## config.mk

```make
export PLATFORM = sky130hd
export DESIGN_NAME = stg4ma_flat
export DESIGN_NICKNAME = d
export VERILOG_FILES = /design/src/rtl/stg4ma_pkg.sv /design/src/rtl/stg4ma_if.sv /design/src/rtl/stg4ma.sv /design/src/flat_wrapper.sv
export SDC_FILE = /design/constraint.sdc
export NUM_CORES = 1
export LEC_CHECK = 0
export ABC_AREA = 1
export BUFFER_PORTS_ARGS = -buffer_cell sky130_fd_sc_hd__buf_2
export CAP_MARGIN = 25
export CORE_AREA = 5 5 161 125
export DETAILED_ROUTE_END_ITERATION = 10
export DIE_AREA = 0 0 166 130
export SETUP_SLACK_MARGIN = 0.15
export SYNTH_ARGS = -nofsm -noshare
export SYNTH_HDL_FRONTEND = slang
export SYNTH_SLANG_ARGS = --single-unit
```

## constraint.sdc

```tcl
create_clock -name iw_clk -period 3.45 [get_ports iw_clk]
set_input_delay 0.1725 -clock iw_clk [delete_from_list [all_inputs] [get_ports iw_clk]]
set_output_delay 0.1725 -clock iw_clk [all_outputs]
set_load 0.02 [all_outputs]
```

## src/rtl/stg4ma_pkg.sv

```systemverilog
// Shared sizes and opcodes for the memory-access stage (stage 4).
package stg4ma_pkg;

    localparam int unsigned SIZE_ADDR   = 16;
    localparam int unsigned SIZE_DATA   = 24;
    localparam int unsigned SIZE_OPC    = 6;
    localparam int unsigned SIZE_TGT_GP = 4;
    localparam int unsigned SIZE_TGT_SR = 3;
    localparam int unsigned HBIT_ADDR   = SIZE_ADDR - 1;

    typedef logic [SIZE_ADDR-1:0]   addr_t;
    typedef logic [SIZE_DATA-1:0]   data_t;
    typedef logic [SIZE_OPC-1:0]    opc_t;
    typedef logic [SIZE_TGT_GP-1:0] tgt_gp_t;
    typedef logic [SIZE_TGT_SR-1:0] tgt_sr_t;

    // Opcode 0 doubles as the NOP bubble seen by writeback.
    localparam opc_t OPC_NOP  = 6'h00;
    localparam opc_t OPC_ADD  = 6'h01;
    localparam opc_t OPC_M_LD = 6'h30;
    localparam opc_t OPC_M_ST = 6'h31;

    function automatic logic is_mem_op(input opc_t opc);
        return (opc == OPC_M_LD) || (opc == OPC_M_ST);
    endfunction

endpackage

```

## src/rtl/stg4ma_if.sv

```systemverilog
// Data-memory request/ack port between stage 4 (master) and the memory (slave).
interface stg4ma_if;
    import stg4ma_pkg::*;

    logic  ow_mem_req;
    logic  ow_mem_we;
    addr_t ow_mem_addr;
    data_t ow_mem_wdata;
    logic  iw_mem_ack;
    data_t iw_mem_rdata;

    modport master (
        output ow_mem_req, ow_mem_we, ow_mem_addr, ow_mem_wdata,
        input  iw_mem_ack, iw_mem_rdata
    );

    modport slave (
        input  ow_mem_req, ow_mem_we, ow_mem_addr, ow_mem_wdata,
        output iw_mem_ack, iw_mem_rdata
    );

endinterface

```

## src/rtl/stg4ma.sv

```systemverilog
// Pipeline stage 4: registers execute results, runs LD/ST on the data-memory
// port and stalls upstream until ack or timeout.
module stg4ma
    import stg4ma_pkg::*;
#(
    parameter int unsigned TIMEOUT_CYC = 255,
    parameter int unsigned CNT_W       = (TIMEOUT_CYC < 1) ? 1 : $clog2(TIMEOUT_CYC + 1)
) (
    input  logic    iw_clk,
    input  logic    iw_rst,
    input  addr_t   iw_pc,
    input  data_t   iw_instr,
    input  opc_t    iw_opc,
    input  tgt_gp_t iw_tgt_gp,
    input  tgt_sr_t iw_tgt_sr,
    input  data_t   iw_result,
    input  data_t   iw_st_data,
    output logic    ow_stall,
    stg4ma_if.master mem,
    output addr_t   ow_pc,
    output data_t   ow_instr,
    output opc_t    ow_opc,
    output tgt_gp_t ow_tgt_gp,
    output tgt_sr_t ow_tgt_sr,
    output data_t   ow_result,
    output logic    ow_fault
);

    typedef enum logic {
        IDLE = 1'b0,
        WAIT = 1'b1
    } state_e;

    localparam logic [CNT_W-1:0] CNT_LAST = (TIMEOUT_CYC == 0) ? '0 : CNT_W'(TIMEOUT_CYC - 1);
    localparam logic [CNT_W-1:0] CNT_MAX  = '1;

    state_e           state_q;
    logic [CNT_W-1:0] cnt_q;
    logic [CNT_W-1:0] cnt_d;

    addr_t   pc_q;
    data_t   instr_q;
    opc_t    opc_q;
    tgt_gp_t tgt_gp_q;
    tgt_sr_t tgt_sr_q;
    data_t   result_q;
    logic    fault_q;

    logic    req_q;
    logic    we_q;
    addr_t   addr_q;
    data_t   wdata_q;

    logic    is_mem;
    logic    is_ld;
    logic    timeout;
    logic    done;

    always_comb begin
        is_mem   = is_mem_op(iw_opc);
        is_ld    = (iw_opc == OPC_M_LD);
        timeout  = (TIMEOUT_CYC != 0) && (state_q == WAIT) && (cnt_q == CNT_LAST);
        done     = mem.iw_mem_ack || timeout;
        cnt_d    = (cnt_q == CNT_MAX) ? cnt_q : cnt_q + 1'b1;
        ow_stall = ((state_q == IDLE) && is_mem) || ((state_q == WAIT) && !done);
    end

    // pc/instr hold their previous values across bubbles; only opc, targets
    // and result are cleared so writeback sees a NOP.
    always_ff @(posedge iw_clk or posedge iw_rst) begin
        if (iw_rst) begin
            state_q  <= IDLE;
            cnt_q    <= '0;
            pc_q     <= '0;
            instr_q  <= '0;
            opc_q    <= '0;
            tgt_gp_q <= '0;
            tgt_sr_q <= '0;
            result_q <= '0;
            fault_q  <= 1'b0;
            req_q    <= 1'b0;
            we_q     <= 1'b0;
            addr_q   <= '0;
            wdata_q  <= '0;
        end else begin
            fault_q <= 1'b0;
            unique case (state_q)
                IDLE: begin
                    if (is_mem) begin
                        req_q    <= 1'b1;
                        we_q     <= !is_ld;
                        addr_q   <= iw_result[HBIT_ADDR:0];
                        wdata_q  <= iw_st_data;
                        opc_q    <= OPC_NOP;
                        tgt_gp_q <= '0;
                        tgt_sr_q <= '0;
                        result_q <= '0;
                        cnt_q    <= '0;
                        state_q  <= WAIT;
                    end else begin
                        pc_q     <= iw_pc;
                        instr_q  <= iw_instr;
                        opc_q    <= iw_opc;
                        tgt_gp_q <= iw_tgt_gp;
                        tgt_sr_q <= iw_tgt_sr;
                        result_q <= iw_result;
                    end
                end
                WAIT: begin
                    // Ack takes priority over a timeout landing on the same cycle.
                    if (mem.iw_mem_ack) begin
                        pc_q     <= iw_pc;
                        instr_q  <= iw_instr;
                        opc_q    <= iw_opc;
                        tgt_gp_q <= iw_tgt_gp;
                        tgt_sr_q <= iw_tgt_sr;
                        result_q <= is_ld ? mem.iw_mem_rdata : iw_result;
                        req_q    <= 1'b0;
                        state_q  <= IDLE;
                    end else if (timeout) begin
                        req_q    <= 1'b0;
                        fault_q  <= 1'b1;
                        opc_q    <= OPC_NOP;
                        tgt_gp_q <= '0;
                        tgt_sr_q <= '0;
                        result_q <= '0;
                        state_q  <= IDLE;
                    end else begin
                        opc_q    <= OPC_NOP;
                        tgt_gp_q <= '0;
                        tgt_sr_q <= '0;
                        result_q <= '0;
                        cnt_q    <= cnt_d;
                    end
                end
                default: state_q <= IDLE;
            endcase
        end
    end

    assign mem.ow_mem_req   = req_q;
    assign mem.ow_mem_we    = we_q;
    assign mem.ow_mem_addr  = addr_q;
    assign mem.ow_mem_wdata = wdata_q;

    assign ow_pc     = pc_q;
    assign ow_instr  = instr_q;
    assign ow_opc    = opc_q;
    assign ow_tgt_gp = tgt_gp_q;
    assign ow_tgt_sr = tgt_sr_q;
    assign ow_result = result_q;
    assign ow_fault  = fault_q;

endmodule

```

## src/flat_wrapper.sv

```systemverilog
// flat-port wrapper written by rule: the top's interface ports become plain ports
module stg4ma_flat import stg4ma_pkg::*;
#(
    parameter int unsigned TIMEOUT_CYC = 255,
    parameter int unsigned CNT_W       = (TIMEOUT_CYC < 1) ? 1 : $clog2(TIMEOUT_CYC + 1)
)
  (iw_clk, iw_rst, iw_pc, iw_instr, iw_opc, iw_tgt_gp, iw_tgt_sr, iw_result, iw_st_data, ow_stall, ow_pc, ow_instr, ow_opc, ow_tgt_gp, ow_tgt_sr, ow_result, ow_fault, mem_ow_mem_req, mem_ow_mem_we, mem_ow_mem_addr, mem_ow_mem_wdata, mem_iw_mem_ack, mem_iw_mem_rdata);
  stg4ma_if mem_i ();
  input  logic iw_clk;
  input  logic iw_rst;
  input  addr_t iw_pc;
  input  data_t iw_instr;
  input  opc_t iw_opc;
  input  tgt_gp_t iw_tgt_gp;
  input  tgt_sr_t iw_tgt_sr;
  input  data_t iw_result;
  input  data_t iw_st_data;
  output logic ow_stall;
  output addr_t ow_pc;
  output data_t ow_instr;
  output opc_t ow_opc;
  output tgt_gp_t ow_tgt_gp;
  output tgt_sr_t ow_tgt_sr;
  output data_t ow_result;
  output logic ow_fault;
  output wire logic [$bits(mem_i.ow_mem_req)-1:0] mem_ow_mem_req;
  output wire logic [$bits(mem_i.ow_mem_we)-1:0] mem_ow_mem_we;
  output wire logic [$bits(mem_i.ow_mem_addr)-1:0] mem_ow_mem_addr;
  output wire logic [$bits(mem_i.ow_mem_wdata)-1:0] mem_ow_mem_wdata;
  input wire logic [$bits(mem_i.iw_mem_ack)-1:0] mem_iw_mem_ack;
  input wire logic [$bits(mem_i.iw_mem_rdata)-1:0] mem_iw_mem_rdata;
  assign mem_ow_mem_req = mem_i.ow_mem_req;
  assign mem_ow_mem_we = mem_i.ow_mem_we;
  assign mem_ow_mem_addr = mem_i.ow_mem_addr;
  assign mem_ow_mem_wdata = mem_i.ow_mem_wdata;
  assign mem_i.iw_mem_ack = mem_iw_mem_ack;
  assign mem_i.iw_mem_rdata = mem_iw_mem_rdata;
  stg4ma #(.TIMEOUT_CYC(TIMEOUT_CYC), .CNT_W(CNT_W)) u_core (.iw_clk(iw_clk), .iw_rst(iw_rst), .iw_pc(iw_pc), .iw_instr(iw_instr), .iw_opc(iw_opc), .iw_tgt_gp(iw_tgt_gp), .iw_tgt_sr(iw_tgt_sr), .iw_result(iw_result), .iw_st_data(iw_st_data), .ow_stall(ow_stall), .mem(mem_i), .ow_pc(ow_pc), .ow_instr(ow_instr), .ow_opc(ow_opc), .ow_tgt_gp(ow_tgt_gp), .ow_tgt_sr(ow_tgt_sr), .ow_result(ow_result), .ow_fault(ow_fault));
endmodule
```

==> Yosys cells after proc, flatten, opt, wreduce, memory -nomap -nowiden <==
Index checks and enable logic that the tools add are counted.
{ "totals": {"reg_bits": 129, "latchBits": 0, "ramBits": 0, "mem_bits_ro": 0, "inputBits": 128, "out_inout_bits": 121, "mem_count": 0} }
{ "op_classes": {"add_sub_neg": 1, "n_mul": 0, "div": 0, "n_lt_le_gt_ge": 0, "eq_ne": 11, "shift": 0, "mux": 35, "bitwise_logic": 1, "n_reduce_logical": 12} }
{ "op_table": {"columns": ["operator", "n"], "rows": [
  ["$mux W24", 5],
  ["$pmux W24 S2", 2],
  ["$mux W16", 2],
  ["$mux W8", 4],
  ["$pmux W16 S2", 1],
  ["$eq A8 B8 Y1 const B", 2],
  ["$pmux W8 S2", 1],
  ["$eq A6 B6 Y1 const B", 2],
  ["$mux W6", 2],
  ["$pmux W6 S2", 1],
  ["$ne A2 B2 Y1 const B", 5],
  ["$mux W1", 9],
  ["$add A8 B1 Y8 const B", 1],
  ["$mux W4", 2],
  ["$pmux W4 S2", 1],
  ["$mux W3", 2],
  ["$pmux W3 S2", 1],
  ["$reduce_and A2 Y1", 3],
  ["$pmux W1 S2", 2],
  ["$reduce_and A4 Y1", 1],
  ["$logic_and A1 B1 Y1", 3],
  ["$logic_or A1 B1 Y1", 3],
  ["$ne A3 B3 Y1 const B", 1],
  ["$logic_not A1 Y1", 2],
  ["other kinds (2)", 2]
]} }

==> Depth between registers and ports, before layout <==
Gate-level depths: netlist (run 1).
{ "depth": {"depth_word": 6, "mapped_depth": 8, "ltp_nobuf": 8} }

==> Worst setup path before layout (run 1) <==
Ideal clock, no wire load.
{ "synth_path": {"path_type": "register -> register", "startpoint": "reg u_core.cnt_q[0]", "endpoint": "reg u_core.state_q", "setup_time_ns": 0.186, "arrival_time_ns": 1.372, "required_ns": 3.264, "slack_ns": 1.893, "path_stages_with_launch": 7, "path_buffers": 0, "period_less_slack_ns": 1.557, "cell_sequence": "dfrtp_1 > inv_1 > ha_1 > inv_1 > nor2_1 > and2_1 > o21ai_0"} }
{ "synth_via": {"elab_chain_cells": 5} }
{ "synth_lines": {"columns": ["item", "line", "source"], "rows": [
  ["from (decl)", "stg4ma.sv:38", "logic [CNT_W-1:0] cnt_q;"],
  ["from (signal assigned)", "stg4ma.sv:133", "cnt_q <= cnt_d;"],
  ["$eq A8 B8 Y1", "stg4ma.sv:62", "timeout = (TIMEOUT_CYC != 0) && (state_q == WAIT) && (cnt_q == CNT_LAST);"],
  ["$logic_and A1 B1 Y1", "stg4ma.sv:62", null],
  ["$mux W1", "stg4ma.sv:120", "end else if (timeout) begin"],
  ["$mux W1", "stg4ma.sv:111", "if (mem.iw_mem_ack) begin"],
  ["$pmux W1 S2", "stg4ma.sv:87", "unique case (state_q)"],
  ["to (signal assigned)", "stg4ma.sv:72", "state_q <= IDLE;"],
  ["to (signal assigned)", "stg4ma.sv:119", "state_q <= IDLE;"],
  ["to (signal assigned)", "stg4ma.sv:127", "state_q <= IDLE;"],
  ["to (decl)", "stg4ma.sv:37", "state_e state_q;"]
]} }
No other way between the ends.
A chain may end at the register's enable or synchronous reset.

==> Worst setup path after layout (run 1) <==
{ "layout_path": {"startpoint": "in iw_opc[4]", "endpoint": "reg u_core.result_q[5], in the netlist u_core.ow_result[5]"} }
{ "layout_via": {"elab_chain_cells": 4, "elab_cells_between_ends": 7, "classes_between": "eq/ne: 2; mux: 4; reduce/logical: 1"} }
{ "layout_lines": {"columns": ["item", "line", "source"], "rows": [
  ["from (decl)", "flat_wrapper.sv:13", "input opc_t iw_opc;"],
  ["$eq A6 B6 Y1, on equally long branches", "stg4ma_pkg.sv:24, stg4ma.sv:61", null],
  ["$mux W24 or $logic_or A1 B1 Y1 (tied branches)", "stg4ma.sv:117, stg4ma_pkg.sv:24", null],
  ["$mux W24, on equally long branches", "stg4ma.sv:111, stg4ma.sv:89", null],
  ["$pmux W24 S2 *", "stg4ma.sv:87", null],
  ["to (signal assigned)", "stg4ma.sv:106", "result_q <= iw_result;"],
  ["to (signal assigned)", "stg4ma.sv:117", "result_q <= is_ld ? mem.iw_mem_rdata : iw_result;"],
  ["to (decl)", "stg4ma.sv:46", "data_t result_q;"]
]} }
Every way passes the cells marked *; elsewhere a longest branch is shown, timed or not.

==> results of run 1 <==
==> metrics by stage <==
stage	setup slack (ns)	hold WS, ns	instance area (µm²)	utilization (%)	cells
2_1_floorplan	1.68	0.239	5400	-	630
3_3_place_gp	1.29	0.366	6800	37.3	1103
3_5_place_dp	1.26	0.371	6800	37.3	1103
4_1_cts	1.06	0.000336	8590	47.1	1250
5_1_grt	0.889	0.00775	8610	47.2	1251
6_report	1.06	0.0199	8610	47.2	1251
==> cell usage in the layout (no fill, tap or decap), types with 2 or more instances in the layout <==
cell,synthesis,layout
a21oi_1,10,10
buf_2,7,248
buf_4,6,5
bufinv_16,0,4
clkbuf_16,0,17
clkinv_2,0,2
clkinv_4,0,4
clkinvlp_4,0,4
dfrtp_1,129,129
dlygate4sd3_1,0,116
ha_1,2,2
inv_1,48,47
inv_2,4,4
nand2_1,317,317
nand2_2,2,2
nand3_1,5,5
nor2_1,31,31
nor2_2,3,3
nor3b_1,2,2
o211ai_1,15,15
o21ai_0,26,26
==> registers in the layout (all words and copies together) (netlist names) <==
signal,flops
u_core.cnt_q,8
u_core.mem.ow_mem_addr,16
u_core.mem.ow_mem_req,1
u_core.mem.ow_mem_wdata,24
u_core.mem.ow_mem_we,1
u_core.ow_fault,1
u_core.ow_instr,24
u_core.ow_opc,6
u_core.ow_pc,16
u_core.ow_result,24
u_core.ow_tgt_gp,4
u_core.ow_tgt_sr,3
u_core.state_q,1
==> kinds of logic (layout without fill, tap and decap cells) <==
logic type | Yosys count | count (layout) | synth area share [%]
and+or+nand+nor | 366 | 366 | 26.7
DFF | 129 | 129 | 59.8
buffers and inverters | 79 | 453 | 7.18
AOI/OAI and AO/OA | 53 | 53 | 5.65
adders and majority gates | 2 | 2 | 0.463
xor gates and xnor gates | 1 | 1 | 0.162
==> how the worst max path moves through the flow <==
stage,to,cells past startpoint
after floorplan,u_core.cnt_q[0]$_DFFE_PP0P_,1
after global placement,u_core.cnt_q[3]$_DFFE_PP0P_,5
after detailed placement,u_core.cnt_q[2]$_DFFE_PP0P_,5
after CTS,u_core.ow_result[6]$_DFF_PP0_,10
after global routing,u_core.ow_result[5]$_DFF_PP0_,10
final,u_core.ow_result[5]$_DFF_PP0_,10
==> metal layers <==
layer | global-route usage [%] | share of wire [%]
met3 | 7.18 | 9.9
met4 | 4.32 | 1.2
met5 | 0 | 0.12
met1 | 20.0 | 43
met2 | 26.2 | 46
==> cell usage after synthesis (2+ instances only) <==
| master | number | area, µm² |
|---|---|---|
| inv_2 | 4 | 15.0 |
| buf_4 | 6 | 45.0 |
| nor2_1 | 31 | 116 |
| nand3_1 | 5 | 25.0 |
| a21oi_1 | 10 | 50.1 |
| nand2_2 | 2 | 12.5 |
| nor3b_1 | 2 | 15.0 |
| nand2_1 | 317 | 1190 |
| dfrtp_1 | 129 | 3230 |
| o21ai_0 | 26 | 130 |
| ha_1 | 2 | 25.0 |
| o211ai_1 | 15 | 113 |
| nor2_2 | 3 | 18.8 |
| clkbuf_1 | 5 | 18.8 |
| inv_1 | 48 | 180 |
| buf_6 | 8 | 90.1 |
| buf_2 | 7 | 35.0 |
==> layout make-up <==
| class | count | area [µm²] | share of cell area (%) |
|---|---|---|---|
| multi-input cells | 422 | 1780 | 20.7 |
| repair buffers | 370 | 2470 | 28.6 |
| well taps | 247 | 309 | 3.59 |
| inverters | 52 | 199 | 2.31 |
| clock buffers | 18 | 439 | 5.10 |
| clock inverters | 13 | 188 | 2.18 |
| flip-flops and latches | 129 | 3230 | 37.5 |
==> critical path: stages <==
cell and delay, ns:
dlygate4sd3_1 0.54, buf_2 0.11, nand2_1 0.04, inv_1 0.16, nand3_2 0.47, buf_4 0.38, a21oi_1 0.13, o21ai_0 0.10
nand2_1 0.06, dlygate4sd3_1 0.55
==> repair_timing <==
action	4_1_cts	5_1_grt
endpoints found under the setup margin	0	0
hold endpoints to repair	149	0
buffers inserted	0	0
hold buffers	116	0
==> power breakdown <==
group / switching, W / internal (W) / leakage, nW
clock: 0.000674 / 0.00123 / 0.298
combinational: 0.000528 / 0.000352 / 2.85
sequential: 0.0000931 / 0.00169 / 1.58
==> run metrics, run 1 <==
status complete, no violations; CTS H-Tree Depth 4; die extent in y roughly 130 µm; 1st-iter DRT viols 308; Critical Path Start Type input pin; Sinks on Clock Net 129; CTS clk-pin slew, worst paths 0.06 ns; row cnt 43; DRC viols 0; core area 0.0182 mm²; Vias/cell 4.28; critical path startpoint iw_opc[4]; TNS Setup 0 ns; maximum root-to-sink buffer count 2; Worst Path Arrival roughly 2.7 ns; cts repair resizes 0; crit path capture type register; Hold Path Stages 3; Primary FF master, synth dfrtp_1; DR WL/cell between 10 and 15 µm; Final Setup Violations 0; synthesized area 0.00540 mm²; total gr overflow 0; width of the die 166 µm; synthesized area per cell 8.57 µm²; RSZ-0062 raised after global routing false; HP Start mem_iw_mem_rdata[3]; reg2reg setup slack about 1.2 ns; nets@finish 1122; routed via count 5360; RePlAce Congestion 0.818; Synth cell types 27; Ys Warns 0; I/O pin cnt 249; Worst-Margin Slew approximately 0.86 ns; pin count of the biggest net entering global routing 80; critical path class in -> reg; Hold Path End u_core.ow_result[3]$_DFF_PP0_; clock skew 0.0104 ns; Clk Tree Root Cell clkbuf_16; Pleak 4.73 nW; Port Buffers approximately 250; die area 0.0216 mm²; RR Startpoint u_core.state_q$_DFF_PP0_; total power draw 0.00457 W; GRT Resource Usage Total ~16%; Detail Placement HPWL 11.3 mm; period utilization 69.4%; CTS tree done; final hold violation count 0; Worst EP required 3.79 ns; DR pass1 iterations 5; number of flops mapped to enable cells by yosys 0; first-pass GRT wire length roughly 28 mm; cell area power density 530 mW/mm²; synth-to-layout area growth 59.5%; layout cells sized above 1 29.8%; worst hold path type in -> reg; WL final 17.1 mm; R2R depth 6; DRT antenna net count 0; CP max FO 28; total nets after synthesis 760; fmax 0.418 GHz; post-synthesis sequential area ratio 59.8%; vias in the first global route 5451; Clock Latency Late Sink 0.41 ns; Worst IR Drop VDD 0.000359 V; layout filler cell count approximately 1700; fin crit period 2.39 ns; Inserted Diodes 0; CTS buffer count 17; slew margin rel. 42.7%; Synth Register Bits 129; max-slew violations 0; reg2reg end u_core.ow_result[19]$_DFF_PP0_; Synth Instances 630; asr flop ratio synth 100%; # Max-Cap Violations 0; initial antenna violation count 2; Initial Util 29.6%
Note: power is estimated with default switching activity, not from simulation.
==> run 2: changes to the inputs <==
==> constraint.sdc (replaced) <==
create_clock -name iw_clk -period 2.3 [get_ports iw_clk]
set_input_delay 0.115 -clock iw_clk [delete_from_list [all_inputs] [get_ports iw_clk]]
set_output_delay 0.115 -clock iw_clk [all_outputs]
set_load 0.02 [all_outputs]
==> run metrics, run 2 (synthesis results as in run 1) <==
Non-Filler Instances 1265 (+1.1%); DRT antenna net count 0 (unchanged); Placed Area 0.00684 mm² (+0.63%); width of the die 166 µm (unchanged); CTS tree done; routed via count 5370 (+0.19%); Final Setup Violations 0 (unchanged); cell area power density 793 mW/mm² (+50%); CTS H-Tree Depth 4 (unchanged); Port Buffers 248 (unchanged); nets@finish 1135 (+1.2%); CTS buffer count 17 (unchanged); CP max FO 15 (-46%); postcts setup bufs 0 (unchanged); commonest non-fill, non-tap cells in the layout nand2_1, buf_2, dfrtp_1; period utilization roughly nine tenths; TNS Setup 0 ns (unchanged); RePlAce Congestion 0.815 (-0.33%); Worst Path Arrival 2.40 ns (-0.34 ns); layout cells sized above 1 29.6% (-0.21 points); Clk Tree Root Cell clkbuf_16; final hold violation count 0 (unchanged); maximum root-to-sink buffer count 2 (unchanged); Initial Util 29.6% (unchanged); row cnt 43 (unchanged); vias in the first global route 5443 (-0.15%); I/O pin cnt 249 (unchanged); Clock Latency Late Sink 0.42 ns (about the same); WL final 17.4 mm (+1.2%); most common cell after layout, fill and taps aside nand2_1; DRC viols 0 (unchanged); DR WL/cell 13.7 µm (about the same); fmax 0.488 GHz; pin count of the biggest net entering global routing 130 (+63%); layout filler cell count 1656 (-2.5%); final core utilization 47.9% (+0.71 points); total gr overflow 0 (unchanged); max-slew violations 0 (unchanged); worst hold path type in -> reg; fin area 0.00874 mm² (+1.5%); clock skew 0.0107 ns (+0.000350 ns); Vias/cell 4.25 (-0.92%); Cell Count Post-Placement 1107 (+0.36%); Critical Path Start Type input pin; CTS clk-pin slew, worst paths 0.06 ns (about the same); Pleak 4.80 nW (+1.4%); RSZ-0062 raised after global routing false; worst setup margin 0.252 ns (-0.805 ns); Worst-Margin Slew 0.679 ns (-0.179 ns); crit path capture type register; slew margin rel. 54.7% (+12 points); 1st-iter DRT viols 281 (-8.8%); Worst EP required 2.65 ns (-1.14 ns); Inserted Diodes 0 (unchanged); fin crit period 2.05 ns; GRT Resource Usage Total 16.4% (+0.19 points); Detail Placement HPWL 11.2 mm (-0.93%); critical path class in -> reg; status complete, no violations; die extent in y 130 µm (unchanged); Setup WS pre-CTS 0.496 ns (-0.760 ns); synth-to-layout area growth 61.9%; die area 0.0216 mm² (unchanged); core area 0.0182 mm² (unchanged); Worst IR Drop VDD 0.000426 V (+19%); DR pass1 iterations 5 (unchanged); # Max-Cap Violations 0 (unchanged); initial antenna violation count 2 (unchanged); Sinks on Clock Net 129 (unchanged); first-pass GRT wire length 27.9 mm (-0.32%)
==> run 2: cell type report <==
type	count	area [µm²]	area share (%)
inverters	52	199	2.28
well taps	247	309	3.54
repair buffers	383	2590	29.6
clock inverters	11	176	2.02
multi-input cells	422	1780	20.4
clock buffers	21	460	5.27
flip-flops and latches	129	3230	36.9
==> run 2: worst max-delay path, stage by stage <==
cell and delay (ns):
dlygate4sd3_1 0.53, buf_2 0.18, nand2_1 0.10, buf_4 0.20
inv_1 0.40, o211ai_1 0.21, nand2_1 0.11, dlygate4sd3_1 0.56
==> run 2: final timing paths <==
path                                                      endpoint  slack, ns  depth (start not counted)                                     from
setup reg to reg                     u_core.ow_result[0]$_DFF_PP0_       0.28                          6                 u_core.state_q$_DFF_PP0_
hold reg to reg            u_core.mem.ow_mem_wdata[14]$_DFFE_PP0P_       0.47                          2  u_core.mem.ow_mem_wdata[14]$_DFFE_PP0P_
setup / recovery                     u_core.ow_result[0]$_DFF_PP0_       0.25                          8                           mem_iw_mem_ack
hold / removal                          u_core.ow_opc[3]$_DFF_PP0_       0.02                          3                                iw_opc[3]
min in group asynchronous   u_core.mem.ow_mem_wdata[9]$_DFFE_PP0P_       0.46                          4                                   iw_rst
max in group asynchronous            u_core.ow_result[8]$_DFF_PP0_       1.34                          4                                   iw_rst
==> run 2: power by group <==
group / leakage, nW / internal (W) / switching, W
combinational: 2.91 / 0.000545 / 0.000809
sequential: 1.58 / 0.00254 / 0.000135
clock: 0.308 / 0.00188 / 0.00102
total: 4.80 / 0.00497 / 0.00197
==> run 2: metrics by stage <==
| stage | total power, W | hold slack, ns |
|---|---|---|
| 2_1_floorplan | 0.00337 | 0.181 |
| 3_3_place_gp | 0.00388 | 0.308 |
| 3_5_place_dp | 0.00388 | 0.314 |
| 4_1_cts | 0.00703 | 0.00349 |
| 5_1_grt | 0.00729 | 0.0344 |
| 6_report | 0.00694 | 0.0151 |
==> run 2: what timing repair did <==
action,in CTS,in global routing
setup endpoints to repair,0,2
gates resized for setup,0,2
hold buffers,126,0
endpoints found under the hold margin,246,0
==> run 2: metal layers <==
layer,vias up,GRT usage [%],routed length (µm)
met3,26,7.09,1760
li1,2678,-,-
met2,236,26.6,8030
met1,2426,19.5,7250
met5,-,0,25
met4,4,6.30,295
